$ cat src/rtl/lock_sequence_ctrl.sv
// Combination-lock sequencer: digit entry, unlock hold, failed-attempt lockout.
// Define LOCK_PROG_EN to allow reprogramming the code while unlocked.
module lock_sequence_ctrl #(
    parameter int                    CODE_LEN      = 3,
    parameter logic [3*CODE_LEN-1:0] CODE          = 9'o527,
    parameter int                    MAX_FAIL      = 3,
    parameter int                    UNLOCK_TICKS  = 5,
    parameter int                    LOCKOUT_TICKS = 10,
    parameter int                    ENTRY_TICKS   = 8
) (
    input  logic                            clk,
    input  logic                            rst,
    input  logic                            tick,
    input  logic                            enter,
    input  logic [2:0]                      code_in,
    output logic                            unlock,
    output logic                            lockout,
    output logic [2:0]                      digit_idx,
    output logic [$clog2(MAX_FAIL+1)-1:0]   fail_cnt
);

    localparam int FW   = $clog2(MAX_FAIL + 1);
    localparam int MAXT = (UNLOCK_TICKS > LOCKOUT_TICKS)
                          ? ((UNLOCK_TICKS > ENTRY_TICKS) ? UNLOCK_TICKS : ENTRY_TICKS)
                          : ((LOCKOUT_TICKS > ENTRY_TICKS) ? LOCKOUT_TICKS : ENTRY_TICKS);
    localparam int TW   = $clog2(MAXT + 1);
    localparam logic [2:0] LAST = 3'(CODE_LEN - 1);

    typedef enum logic [1:0] {ST_ENTRY, ST_UNLOCKED, ST_LOCKOUT} state_t;

    state_t          state, state_n;
    logic            enter_q, press, match;
    logic            err, err_n;
    logic [TW-1:0]   timer, timer_n;
    logic            unlock_n, lockout_n;
    logic [2:0]      digit_idx_n;
    logic [FW-1:0]   fail_cnt_n, fail_inc;
    logic [3*CODE_LEN-1:0] active_code;

    function automatic logic [2:0] digit_of(input logic [3*CODE_LEN-1:0] c,
                                            input logic [2:0] idx);
        return 3'(c >> (3 * idx));
    endfunction

`ifdef LOCK_PROG_EN
    logic [3*CODE_LEN-1:0] code_q, code_n, prog_buf, prog_word;
    logic [2:0]            prog_idx, prog_idx_n;
    logic                  prog_wr;

    assign active_code = code_q;

    always_comb begin
        prog_word = prog_buf;
        for (int i = 0; i < CODE_LEN; i++) begin
            if (prog_idx == 3'(i)) prog_word[3*i +: 3] = code_in;
        end
    end

    // Program shadow is pure data: only its write index needs a reset.
    always_ff @(posedge clk) begin
        if (prog_wr) prog_buf <= prog_word;
    end
`else
    assign active_code = CODE;
`endif

    assign press    = enter & ~enter_q;
    assign match    = (code_in == digit_of(active_code, digit_idx));
    assign fail_inc = fail_cnt + 1'b1;

    always_comb begin
        state_n     = state;
        timer_n     = timer;
        err_n       = err;
        digit_idx_n = digit_idx;
        fail_cnt_n  = fail_cnt;
        unlock_n    = unlock;
        lockout_n   = lockout;
`ifdef LOCK_PROG_EN
        code_n      = code_q;
        prog_idx_n  = prog_idx;
        prog_wr     = 1'b0;
`endif
        case (state)
            ST_ENTRY: begin
                // A press wins over a coincident tick; wrong digits still consume the full sequence.
                if (press) begin
                    timer_n = '0;
                    if (digit_idx == LAST) begin
                        if (match && !err) begin
                            state_n    = ST_UNLOCKED;
                            unlock_n   = 1'b1;
                            fail_cnt_n = '0;
                        end else begin
                            fail_cnt_n = fail_inc;
                            if (fail_inc == FW'(MAX_FAIL)) begin
                                state_n   = ST_LOCKOUT;
                                lockout_n = 1'b1;
                            end
                        end
                        digit_idx_n = '0;
                        err_n       = 1'b0;
                    end else begin
                        digit_idx_n = digit_idx + 1'b1;
                        err_n       = err | ~match;
                    end
                end else if (tick && digit_idx != '0) begin
                    if (timer == TW'(ENTRY_TICKS - 1)) begin
                        digit_idx_n = '0;
                        err_n       = 1'b0;
                        timer_n     = '0;
                    end else begin
                        timer_n = timer + 1'b1;
                    end
                end
            end
            ST_UNLOCKED: begin
`ifdef LOCK_PROG_EN
                if (press) begin
                    prog_wr = 1'b1;
                    timer_n = '0;
                    if (prog_idx == LAST) begin
                        code_n     = prog_word;
                        prog_idx_n = '0;
                        state_n    = ST_ENTRY;
                        unlock_n   = 1'b0;
                    end else begin
                        prog_idx_n = prog_idx + 1'b1;
                    end
                end else if (tick) begin
                    if (timer == TW'(UNLOCK_TICKS - 1)) begin
                        state_n    = ST_ENTRY;
                        unlock_n   = 1'b0;
                        timer_n    = '0;
                        prog_idx_n = '0;
                    end else begin
                        timer_n = timer + 1'b1;
                    end
                end
`else
                if (tick) begin
                    if (timer == TW'(UNLOCK_TICKS - 1)) begin
                        state_n  = ST_ENTRY;
                        unlock_n = 1'b0;
                        timer_n  = '0;
                    end else begin
                        timer_n = timer + 1'b1;
                    end
                end
`endif
            end
            ST_LOCKOUT: begin
                if (tick) begin
                    if (timer == TW'(LOCKOUT_TICKS - 1)) begin
                        state_n    = ST_ENTRY;
                        lockout_n  = 1'b0;
                        fail_cnt_n = '0;
                        timer_n    = '0;
                    end else begin
                        timer_n = timer + 1'b1;
                    end
                end
            end
            default: state_n = ST_ENTRY;
        endcase
    end

    always_ff @(posedge clk or posedge rst) begin
        if (rst) begin
            state     <= ST_ENTRY;
            enter_q   <= 1'b0;
            err       <= 1'b0;
            timer     <= '0;
            digit_idx <= '0;
            fail_cnt  <= '0;
            unlock    <= 1'b0;
            lockout   <= 1'b0;
`ifdef LOCK_PROG_EN
            code_q    <= CODE;
            prog_idx  <= '0;
`endif
        end else begin
            state     <= state_n;
            enter_q   <= enter;
            err       <= err_n;
            timer     <= timer_n;
            digit_idx <= digit_idx_n;
            fail_cnt  <= fail_cnt_n;
            unlock    <= unlock_n;
            lockout   <= lockout_n;
`ifdef LOCK_PROG_EN
            code_q    <= code_n;
            prog_idx  <= prog_idx_n;
`endif
        end
    end

endmodule

$ cat config.mk
export PLATFORM = sky130hd
export DESIGN_NAME = lock_sequence_ctrl
export DESIGN_NICKNAME = d
export VERILOG_FILES = /design/src/rtl/lock_sequence_ctrl.sv
export SDC_FILE = /design/constraint.sdc
export NUM_CORES = 1
export LEC_CHECK = 0
export ABC_AREA = 1
export BUFFER_PORTS_ARGS = -buffer_cell sky130_fd_sc_hd__buf_2
export CAP_MARGIN = 25
export CORE_ASPECT_RATIO = 1.75
export CORE_MARGIN = 3
export CORE_UTILIZATION = 43
export CTS_BUF_LIST = sky130_fd_sc_hd__clkbuf_8 sky130_fd_sc_hd__clkbuf_16
export CTS_CLUSTER_DIAMETER = 60
export DETAILED_ROUTE_END_ITERATION = 8
export REMOVE_ABC_BUFFERS = 1
export SLEW_MARGIN = 20
export SYNTH_ARGS = -nofsm -noshare
export SYNTH_HDL_FRONTEND = slang
export SYNTH_SLANG_ARGS = --single-unit
$ cat constraint.sdc
create_clock -name clk -period 1.9 [get_ports clk]
set_clock_uncertainty 0.1 [all_clocks]
set_input_delay 0 -clock clk [delete_from_list [all_inputs] [get_ports clk]]
set_output_delay 0 -clock clk [all_outputs]
set_load 0.1 [all_outputs]
[After elaboration in Yosys (flattened, before gate mapping)]
Cells that the tools add are included.
Word-level totals
  flip-flop bits (word level): 15
  RAM bits: 0
  output and inout port bits: 7
  ROM bits: 0
  latch bits: 0
  bits of input ports: 7
  memories kept: 0
Operators by class
  magnitude comparators: 0
  shifts and indexed selects: 1
  add/sub/neg operators: 3
  multiply operators: 1
  divide/modulo/power cells: 0
  bitwise gates (word level): 4
  equality and inequality tests: 19
  multiplexer cells: 42
  reductions and logical operators: 16
Operators by type and width (count)
  $mux W4: 7
  $mux W2: 11
  $ne A2 B2 Y1 const B: 9
  $mux W1: 15
  $reduce_and A7 Y1: 2
  $mux W3: 4
  $pmux W4 S3: 1
  $shr A9 B5 Y3 const A: 1
  $eq A4 B3 Y1 const B: 2
  $reduce_bool A2 Y1: 4
  $ne A3 B3 Y1 const B: 2
  $pmux W2 S3: 1
  $reduce_and A6 Y1: 1
  $reduce_bool A3 Y1: 2
  $mul A2 B3 Y5 const A: 1
  $reduce_and A5 Y1: 1
  $add A4 B1 Y4 const B: 1
  $eq A2 B2 Y1 const B: 2
  $eq A4 B4 Y1 const B: 1
  $pmux W1 S2: 2
  $pmux W2 S2: 1
  $reduce_and A4 Y1: 1
  $add A3 B1 Y3 const B: 1
  $eq A3 B2 Y1 const B: 1
  other kinds (10): 12

[Longest topological paths before layout]
  depth after elaboration: 8
  depth in mapped cells: 12

[Worst setup path before layout]
Ideal clock, no wire load.
  kind: reg-to-reg
  start: reg digit_idx[1]
  end: reg unlock
  clock period less this slack: 1.927 ns
  stages on the path, launching flop included: 10
  data arrival time: 1.705 ns
  buffers on the path: 0
  library setup time: 0.122 ns
  setup slack: -0.027 ns
  path through: dfrtp_1 > nor2_2 > nand2_1 > nand2_1 > nor2_2 > nand2_2 > nand2_1 > nand2_1 > nand2_1 > nand2_1
Between the ends
  cells in the longest elaborated chain, start to end: 6
  elaborated cells on any way between the ends: 8
  classes of those cells: 1 x mul; 4 x eq/ne; 1 x shift; 2 x reduce/logical
Ends and longest elaborated chain
  from (decl): RTL line 18  | output logic [2:0] digit_idx,
  from (signal assigned): RTL line 187  | digit_idx <= digit_idx_n;
  $mul A2 B3 Y5: RTL line 42  | return 3'(c >> (3 * idx));
  $shr A9 B5 Y3: RTL line 42
  $eq A3 B3 Y1: RTL line 68  | assign match = (code_in == digit_of(active_code, digit_idx));
  $logic_and A1 B1 Y1: RTL line 90  | if (match && !err) begin
  $ne A2 B2 Y1 (no source line)
  $reduce_and A6 Y1 (no source line) *
  to (signal assigned): RTL line 189  | unlock <= unlock_n;
  to (decl): RTL line 16  | output logic unlock,
Every way passes the cells marked *; elsewhere a longest branch is shown, timed or not.
A chain may end at the register's enable or synchronous reset.

[Final worst setup path]
  start: reg state[0]
  end: reg lockout
Between the ends
  cells in the longest elaborated chain, start to end: 3
  elaborated cells on any way between the ends: 11
  classes of those cells: 7 x eq/ne; 1 x mux; 3 x reduce/logical
Ends and longest elaborated chain
  from (decl): RTL line 31  | state_t state, state_n;
  from (signal assigned): RTL line 183  | state <= state_n;
  $eq A2 B2 Y1 / $logic_not A2 Y1 (equally long branches): RTL line 84  | case (state)
  $ne A2 B2 Y1 (no source line) / $reduce_bool A2 Y1 (equally long branches)
  $reduce_and A7 Y1 (no source line)
  to (signal assigned): RTL line 190  | lockout <= lockout_n;
  to (decl): RTL line 17  | output logic lockout,
Several ways; a longest one is shown, not always the timed one.

==> results.sh <==
export IMPL_status="complete, no violations"
export IMPL_start_util_pct=45.65
export IMPL_hold_depth=5
export IMPL_rows=23
export IMPL_post_cts_buffers=0
export IMPL_synth_distinct_cells=21
export IMPL_cts_sinks=15
export IMPL_cpMostUsedCell="nand2_1"
export IMPL_yosysWarnings=0
export IMPL_syn_area_sq_mm=0.001051
export IMPL_required_ns=1.94
export IMPL_syn_to_final_growth_pct=15.36
export IMPL_cp_slowest_cell="dfrtp_1"
export IMPL_worstPathArrival_ns=1.68
export IMPL_vias_per_cell=5.180
export IMPL_reg2reg_depth=11
export IMPL_die_h_um=71.40
export IMPL_dpl_cell_area_sq_mm=0.001147
export IMPL_hold_viol=0
export IMPL_rsz0062_at_grt="false"
export IMPL_num_vias=1005
export IMPL_r2r_start="state[0]"
export IMPL_cts_tree="built"
export IMPL_wl_um=2433
export IMPL_io_pins=14
export IMPL_n_antenna_cell=0
export IMPL_final_util_pct=52.66
export IMPL_antenna_found_initial=0
export IMPL_worst_path_max_fanout=5
export IMPL_ys_ff_latch=15
export IMPL_fin_crit_ns=1.645
export IMPL_htreeDepth=1
export IMPL_hpwl_um=1937
export IMPL_grt_pass1_wl_um=4278
export IMPL_layout_cells_non_filler=194
export IMPL_worst_slew_margin_rel_pct=59.46
export IMPL_hp_class="in -> reg"
export IMPL_drtAntennaViolNets=0
export IMPL_setup_violations_final=0
export IMPL_clk_latency_ns=0.24
export IMPL_place_congestion=0.8045
export IMPL_final_cell_mix="nand2_1 (43), inv_1 (21), nand3_1 (16)"
export IMPL_post_route_period_util_pct=86.58
export IMPL_dp_cells=188
export IMPL_cts_max_path_buffers=2
export IMPL_synth_cells=150
export IMPL_drive_gt1_share_pct=20.12
export IMPL_worst_pin_slew_ns=0.6075
export IMPL_ys_top_cells_by_area="dfrtp_1 (36%), nand2_1 (15%), ha_1 (8.3%)"
export IMPL_first_pass_iters=4
export IMPL_gr_total_overflow=0
export IMPL_path_class="reg -> reg"
export IMPL_drc=0
export IMPL_path_cells="inv_1, ha_1, inv_1, nand2_1, nand2_1, a21oi_1, nand2_2, nor2_2, nand2_1, nand2_1, nand2_1"
export IMPL_cp_slowest_stage_delay_ns=0.40
export IMPL_whs_endpoint="state[0]"
export IMPL_avgSynthCellArea_sq_um=7.007
export IMPL_grt_max_degree=16
export IMPL_fillers=234
export IMPL_r2r_end="lockout"
export IMPL_whs_ns=0.1294
export IMPL_fp_coreArea_sq_mm=0.002302
export IMPL_final_cell_area_sq_mm=0.001212
export IMPL_wl_per_cell_um=12.54
export IMPL_slew_viol_final=0
export IMPL_die_w_um=43.37
export IMPL_r2r_slack_ns=0.25
export IMPL_yosysSeqAreaShare_pct=35.71
export IMPL_clkSlewWorstSetupHoldPaths_ns=0.06
export IMPL_end_kind="flip-flop"
export IMPL_cts_buffers=3
export IMPL_first_global_vias=1041
export IMPL_fp_dieArea_sq_mm=0.003097
export IMPL_layout_commonest_cell="nand2_1"
export IMPL_nNetsFinal=184
export IMPL_hp_start="code_in[2]"
export IMPL_track_usage_pct=17.89
export IMPL_fmax_mhz=607.9
export IMPL_cts_root_buf="clkbuf_8"
export IMPL_start_kind="flip-flop"
export IMPL_path_delay_family="simple AND/OR/NAND/NOR gates"
export IMPL_synth_largest_area_cell="dfrtp_1"
export IMPL_portBuffers=13
export IMPL_first_iter_violations=15
export IMPL_cp_num_buf_inv=2
export IMPL_maxCapViolations=0
export IMPL_synth_top_cell_area_share_pct=35.71
[through the flow]
stage | setup TNS [ns] | setup WS (ns)
4_1_cts | 0 | 0.2607
6_report | 0 | 0.2550
2_1_floorplan | -0.04069 | -0.02811
3_3_place_gp | 0 | 0.3314
3_5_place_dp | 0 | 0.2686
5_1_grt | 0 | 0.07085
[sequential cells by signal, indices dropped and copies added, names as in the netlist]
| name | flops |
|---|---|
| fail_cnt | 2 |
| unlock | 1 |
| state | 2 |
| lockout | 1 |
| timer | 4 |
| enter_q | 1 |
| digit_idx | 3 |
| err | 1 |
[tightest hold or removal path: stages]
cell and delay [ns]:
buf_2 0.08, or2_2 0.10, o21ai_2 0.07, nand4_1 0.12, nand2_1 0.06
[synthesized netlist by cell type]
master and count:
nor2_4 1, nand3_1 16, buf_4 1, dfrtp_1 15
inv_2 3, nand3b_1 1, o21ai_2 1, o21ai_1 3
nand2_1 43, a21oi_1 5, nor2_2 5, or2_2 1
o21ai_0 7, nand4_1 5, nor2_1 8, o22ai_1 1
ha_1 7, inv_1 20, nor3_1 1, nand2_2 5
a21oi_2 1
[final cells by class]
| type | instances | area (sq um) | area share (%) |
|---|---|---|---|
| Sequential cell | 15 | 375.4 | 30.96 |
| Multi-Input combinational cell | 111 | 581.8 | 47.99 |
| Tap cell | 25 | 31.28 | 2.580 |
| Inverter | 23 | 86.33 | 7.121 |
| Timing Repair Buffer | 16 | 92.59 | 7.637 |
| Clock buffer | 3 | 41.29 | 3.406 |
| Clock inverter | 1 | 3.754 | 0.3096 |
[worst max path at each step]
| stage | from | to | slack [ns] | cells past startpoint |
|---|---|---|---|---|
| global placement | state[0] | lockout | 0.33 | 11 |
| CTS | state[0] | lockout | 0.26 | 11 |
| global route | state[0] | lockout | 0.07 | 11 |
| finish | state[0] | lockout | 0.25 | 11 |
| floorplan | digit_idx[1] | unlock | -0.03 | 9 |
| detailed placement | state[0] | lockout | 0.27 | 11 |
[cell families (layout without fill, tap and decap cells)]
kind of cell,Yosys count,in the layout,synth area share (%)
AO/OA/AOI/OAI,18,18,9.404
adder cells (fa/ha/maj),7,7,8.333
buffers and inverters,24,43,8.929
flip-flops,15,15,35.71
AND/OR/NAND/NOR,86,86,37.62
[timing repair]
action	in CTS	in global routing
endpoints found under the hold margin	16	0
resized for setup	0	0
setup endpoints to repair	0	0
hold buffers	2	0
[routing by layer]
metal / global-route usage, % / vias up / part of all wire (%)
met2: 34.43 / 18 / 55
met1: 18.51 / 459 / 40
met3: 2.513 / 8 / 2.3
met5: 0 / - / 0
li1: - / 520 / -
met4: 6.711 / 0 / 2.3
Power is left out: the tool's default activity adds up to more than one toggle a clock period on the data nets, which glitch-free logic cannot reach.
